===== src/rtl/ucc_pkg.sv =====
// ucc_pkg: shared types and constants for the UCC shadow stack.
// Holds FSM state encodings, the address width and the reset-handler PC.
package ucc_pkg;

  localparam int AW = 16;

  localparam logic [AW-1:0] RESET_HANDLER_DEF = 16'h0000;

  typedef enum logic [1:0] {
    ST_IDLE   = 2'b00,
    ST_IN_UCC = 2'b01,
    ST_IRQ    = 2'b10,
    ST_VIOL   = 2'b11
  } ucc_state_e;

endpackage


===== src/rtl/ucc_ret_stack.sv =====
// ucc_ret_stack: LIFO of return addresses with push/pop/replace/clear.
// Ports: push, pop, replace, clear, din -> dout (top, 0 when empty), depth, full, empty.
module ucc_ret_stack
  import ucc_pkg::*;
#(
  parameter int DEPTH = 8,
  localparam int PW = $clog2(DEPTH + 1),
  localparam int IW = (DEPTH > 1) ? $clog2(DEPTH) : 1
) (
  input  logic          clk,
  input  logic          rst_n,
  input  logic          clear,
  input  logic          push,
  input  logic          pop,
  input  logic          replace,
  input  logic [AW-1:0] din,
  output logic [AW-1:0] dout,
  output logic [PW-1:0] depth,
  output logic          full,
  output logic          empty
);

  logic [AW-1:0] mem [DEPTH];
  logic [PW-1:0] sp;
  logic [IW-1:0] wr_idx;
  logic [IW-1:0] top_idx;
  logic          do_push;
  logic          do_pop;
  logic          do_repl;

  assign full    = (sp == PW'(DEPTH));
  assign empty   = (sp == '0);
  assign wr_idx  = IW'(sp);
  assign top_idx = IW'(sp - PW'(1));
  assign dout    = empty ? '0 : mem[top_idx];
  assign depth   = sp;

  // Guards keep the pointer inside [0, DEPTH]
  assign do_push = push && !full && !clear;
  assign do_pop  = pop && !empty && !clear;
  assign do_repl = replace && !empty && !clear;

  always_ff @(posedge clk or negedge rst_n) begin
    if (!rst_n) begin
      sp <= '0;
    end else if (clear) begin
      sp <= '0;
    end else if (do_push) begin
      sp <= sp + PW'(1);
    end else if (do_pop) begin
      sp <= sp - PW'(1);
    end
  end

  // Storage is not reset; only the pointer matters
  always_ff @(posedge clk) begin
    if (do_push) begin
      mem[wr_idx] <= din;
    end else if (do_repl) begin
      mem[top_idx] <= din;
    end
  end

endmodule


===== src/rtl/ucc_shadow_stack_ctrl.sv =====
// ucc_shadow_stack_ctrl: FSM guarding UCC entry/exit with a return-address stack.
// In: pc, enter_ucc/ret_addr_in, exit_ucc, irq_enter/irq_exit. Out: reset, depth, top_addr, state.
module ucc_shadow_stack_ctrl
  import ucc_pkg::*;
#(
  parameter int            DEPTH         = 8,
  parameter logic [AW-1:0] RESET_HANDLER = RESET_HANDLER_DEF
) (
  input  logic                         clk,
  input  logic                         system_reset_n,
  input  logic [AW-1:0]                pc,
  input  logic                         enter_ucc,
  input  logic [AW-1:0]                ret_addr_in,
  input  logic                         exit_ucc,
  input  logic                         irq_enter,
  input  logic                         irq_exit,
  output logic                         reset,
  output logic [$clog2(DEPTH+1)-1:0]   depth,
  output logic [AW-1:0]                top_addr,
  output logic [1:0]                   state
);

  localparam int PW = $clog2(DEPTH + 1);

  ucc_state_e state_q;
  ucc_state_e state_n;
  ucc_state_e saved_q;
  ucc_state_e saved_n;
  logic       reset_q;

  logic       push;
  logic       pop;
  logic       replace;
  logic       clear;
  logic       full;
  logic       empty;
  logic [PW-1:0] sdepth;
  logic [AW-1:0] stop;

  ucc_ret_stack #(
    .DEPTH (DEPTH)
  ) u_stack (
    .clk     (clk),
    .rst_n   (system_reset_n),
    .clear   (clear),
    .push    (push),
    .pop     (pop),
    .replace (replace),
    .din     (ret_addr_in),
    .dout    (stop),
    .depth   (sdepth),
    .full    (full),
    .empty   (empty)
  );

  always_ff @(posedge clk or negedge system_reset_n) begin
    if (!system_reset_n) begin
      state_q <= ST_IDLE;
      saved_q <= ST_IDLE;
      reset_q <= 1'b0;
    end else begin
      state_q <= state_n;
      saved_q <= saved_n;
      reset_q <= (state_n == ST_VIOL);
    end
  end

  always_comb begin
    state_n = state_q;
    saved_n = saved_q;
    push    = 1'b0;
    pop     = 1'b0;
    replace = 1'b0;
    clear   = 1'b0;
    unique case (state_q)
      ST_IDLE: begin
        if (irq_enter) begin
          saved_n = ST_IDLE;
          state_n = ST_IRQ;
        end else if (enter_ucc) begin
          push    = 1'b1;
          state_n = ST_IN_UCC;
        end
      end
      ST_IN_UCC: begin
        if (irq_enter) begin
          saved_n = ST_IN_UCC;
          state_n = ST_IRQ;
        end else if (exit_ucc) begin
          // Exit is checked before any coincident enter
          if (empty || pc != stop) begin
            state_n = ST_VIOL;
          end else if (enter_ucc) begin
            replace = 1'b1;
          end else begin
            pop = 1'b1;
            if (sdepth == PW'(1)) begin
              state_n = ST_IDLE;
            end
          end
        end else if (enter_ucc) begin
          if (full) begin
            state_n = ST_VIOL;
          end else begin
            push = 1'b1;
          end
        end
      end
      ST_IRQ: begin
        if (irq_exit) begin
          state_n = saved_q;
        end
      end
      ST_VIOL: begin
        if (pc == RESET_HANDLER) begin
          clear   = 1'b1;
          state_n = ST_IDLE;
        end
      end
      default: begin
        state_n = ST_IDLE;
      end
    endcase
  end

  assign reset    = reset_q;
  assign depth    = sdepth;
  assign top_addr = stop;
  assign state    = state_q;

endmodule


===== config.mk =====
export PLATFORM = sky130hd
export DESIGN_NAME = ucc_shadow_stack_ctrl
export DESIGN_NICKNAME = d
export VERILOG_FILES = /design/src/rtl/ucc_pkg.sv /design/src/rtl/ucc_ret_stack.sv /design/src/rtl/ucc_shadow_stack_ctrl.sv
export SDC_FILE = /design/constraint.sdc
export NUM_CORES = 1
export LEC_CHECK = 0
export CORE_MARGIN = 2
export CORE_UTILIZATION = 60
export CTS_BUF_LIST = sky130_fd_sc_hd__clkbuf_4 sky130_fd_sc_hd__clkbuf_8
export DETAILED_ROUTE_END_ITERATION = 8
export GPL_ROUTABILITY_DRIVEN = 0
export PLACE_DENSITY = 0.89
export SETUP_SLACK_MARGIN = 0.5
export SYNTH_ARGS = -nofsm -noshare
export SYNTH_HDL_FRONTEND = slang
export SYNTH_SLANG_ARGS = --single-unit

===== constraint.sdc =====
create_clock -name clk -period 8.85 [get_ports clk]
set_clock_uncertainty 0.15 [all_clocks]
set_input_delay 1.77 -clock clk [delete_from_list [all_inputs] [get_ports clk]]
set_output_delay 1.77 -clock clk [all_outputs]
set_load 0.005 [all_outputs]

==> out/results.txt <==
Status - complete, no violations
Top cells by instance count after synthesis - 128 x edfxtp_1, 37 x mux2i_1, 29 x nand3_1
Antenna violations before repair - 0
Finished layout cell area - 0.007408 sq mm
Post-synthesis instance area - 0.006181 sq mm
Kind of start point of the critical path - register
Post-DR wirelength/cell - 22.46 um
Clock latency at the later pin of the worst-skew pair - 0.44 ns
Predominant post-synthesis flop cell - edfxtp_1
Worst reg2reg startpoint - u_stack.depth[0]
WP data arrival - 3.82 ns
Count of filler cells inserted in the layout - 622
Part of the power in combinational logic - 0.492
Total clock buffers created by CTS - 17
Overall die area - 0.01113 sq mm
Mean number of vias per cell - 6.415
Worst Path Class, Setup - register to primary output
Post-cts repair resize count - 0
Cell Pwr Density - 354.2 mW/mm^2
Net count reported at finish - 525
Hold Path Depth - 1
DRC violations left - 0
Leading post-synthesis cells by cell area - edfxtp_1 62%, mux2i_1 6.0%, dfrtp_1 3.2%
Maximum number of pins on one net before global-route repair - 69
Final cycle utilization of the critical path - 0.6487
Depth of the CTS H-tree - 4
Switching power - 0.0009511 W
Utilization after layout - 0.7307
Worst flop-to-flop path endpoint - u_stack.mem[5][7]
Synthesized net count - 463
Placeable core area - 0.01014 sq mm
Maximum clock frequency - 0.1742 GHz
Setup repair after global routing missed its margin - no
Number of instances in the synthesized netlist - 422
Final hold violations - 0
Portion of the post-synthesis area used by sequential elements - 0.6543
Setup slack after layout - 3.109 ns
Final Instance Count excl. Fillers - 633
Overall routed net length - 14220 um
Vias in the first global route - 4058
Unique cell type count in the Yosys netlist - 57
Vert. Die Dim - 105.5 um
Cell type contributing the most total cell area after synthesis - edfxtp_1
Final setup violating endpoints - 0
Maximum number of buffers from clock root to sink - 2
Post-synthesis area per instance - 14.65 sq um
Internal power - 0.001673 W
Largest fanout on the critical path - 68
Number of buffers inserted by hold repair at cts - 0
Post-placement cell count - 601
Source of the worst hold timing path - saved_q[0]
Most common cell in the synthesized netlist - edfxtp_1
Placement Setup Slack - 3.368 ns
Effective utilization at floorplan - 0.6097
Count of inserted antenna diode cells - 0
Number of standard-cell rows in the floorplan - 37
Proportion of register bits with asynchronous set or reset after synthesis - 0.05882
Worst min path class - register to register
Via Count - 4061
Clk network pwr share - 0.216
Syn. warnings - 0
Part of the total power dissipated in sequential elements - 0.292
Post-placement cell area - 0.006957 sq mm
TritonCTS clock tree - built
Boundary Pins - 61
Wire length of the first global-routing pass - 22260 um
Total overflow reported by the global router - 0
Clock Root Buffer - clkbuf_8
#FFs+latches synth - 136
Horizontal die dimension - 105.5 um
Setup TNS Final - 0 ns
Count of clock tree sinks - 136
Share of the synthesized area in the top cell type - 0.6219
Static power due to leakage - 2.580 nW
Final max-slew violation count - 0
Net switching share of the total power - 0.3625
Final critical delay including setup and external delays - 5.741 ns
Transition time at the pin with the least slew margin - 1.076 ns
Worst-case headroom to the max-slew limit - 0.2830
Category of the worst setup path capture point - primary output
R2r worst-path depth - 13
DRT iter0 DRCs - 434
FF-to-FF setup slack - 3.38 ns
Antenna-violating nets left - 0
Total of buffers placed on input and output ports - 60
Max Cap Violations - 0
Share of post-route cells with drive strength above 1 - 0.1489
Number of optimization iterations in the first detailed-route pass - 5
GR Util All Layers - 0.2706
Number of synthesized flops with an enable pin - 128
HPWL after detailed placement - 9123 um
Destination of the worst hold path - saved_q[0]
Area growth from synthesis to layout - 19.86%
Clock transition at the registers of the reported paths - 0.07 ns
Required time at the endpoint of the critical path - 6.93 ns
Worst IR Drop VDD - 197.6 uV
Number of post-CTS setup repair buffers - 0
Worst setup path startpoint - u_stack.depth[0]
-- power groups by stage --
stage / Combinational, W / Sequential (W) / Clock (W)
after detailed placement: 0.00127 / 0.000780 / 0
after CTS: 0.00128 / 0.000766 / 0.000573
after floorplan: 0.000835 / 0.000764 / 0
after global routing: 0.00137 / 0.000770 / 0.000601
after global placement: 0.00124 / 0.000777 / 0
final: 0.00129 / 0.000766 / 0.000568
-- routing by layer --
metal,GRT usage,wire [um],up-vias
li1,-,-,1797
met1,0.3581,5571,2013
met2,0.4350,6890,219
met3,0.07421,1404,32
met4,0.09680,354,0
met5,0,0,-
-- metrics by stage --
stage               hold slack, ns  power (W)
detailed placement          0.3493   0.002052
CTS                         0.3658   0.002620
global route                0.3940   0.002744
global placement            0.3445   0.002022
floorplan                   0.3297   0.001599
finish                      0.3634   0.002624
-- worst max-delay path, stage by stage, from the launching register on --
cell and delay [ns]:
dfrtp_1 0.33, buf_4 0.36, clkinv_1 0.21, ha_4 1.01, mux2_2 0.43, o31ai_1 0.30
o21bai_1 0.20, nor2_1 0.06, clkdlybuf4s50_1 0.46
-- registers in the layout, summed over array words and instances (netlist names) --
name,cells
reset,1
saved_q,1
state,2
u_stack.depth,4
u_stack.mem,128
-- kinds of logic after synthesis --
group / after synthesis / synth area share
xor gates and xnor gates: 12 / 0.02126
muxes: 56 / 0.1128
buffers and inverters: 31 / 0.02550
AOI/OAI and AO/OA: 57 / 0.06923
and+or+nand+nor: 127 / 0.1109
adders and majority gates: 3 / 0.006074
DFF: 136 / 0.6543
-- cells in the final DEF, fill, tap and decap left out, types with 3 or more instances in the layout --
cell               n
or3_1              6
and4_1             6
o31ai_2            3
nor2b_1            4
a211oi_1           3
nor4_1             5
mux4_1             3
mux2_2            10
xnor2_1            9
a31oi_1            6
inv_1              3
nor3_1             7
edfxtp_1         128
mux2i_1           37
o21ai_0           12
o211ai_1           3
clkinv_1           3
and3_1             3
nand2b_1           4
nand2_1           23
clkbuf_8          17
nor2_1            21
clkdlybuf4s50_1   60
a21oi_1            6
nand3_1           29
bufinv_16          5
dfrtp_1            8
buf_4             10
mux4_2             6
clkinvlp_4         3
o31ai_1            5
o41ai_4            3
nand4_1            8
-- worst max-delay path by stage --
stage / end / slack, ns / depth (start not counted)
final: top_addr[11] / 3.11 / 8
after detailed placement: u_stack.mem[5][12] / 3.37 / 13
after CTS: top_addr[12] / 3.09 / 7
after global routing: top_addr[12] / 2.90 / 7
after floorplan: u_stack.mem[1][0] / 3.57 / 16
after global placement: u_stack.mem[5][6] / 3.66 / 13
-- layout make-up --
class                      instances  area, sq um  area share
clock buffer                      19        249.0     0.03361
clock inverter                    13        202.7     0.02736
inverter                           4        15.01    0.002027
multi-input combinational        255         2052      0.2770
sequential                       136         4044      0.5459
tap                              136        170.2     0.02297
timing repair buffer              70        675.6     0.09120
(Power assumes the default switching activity.)
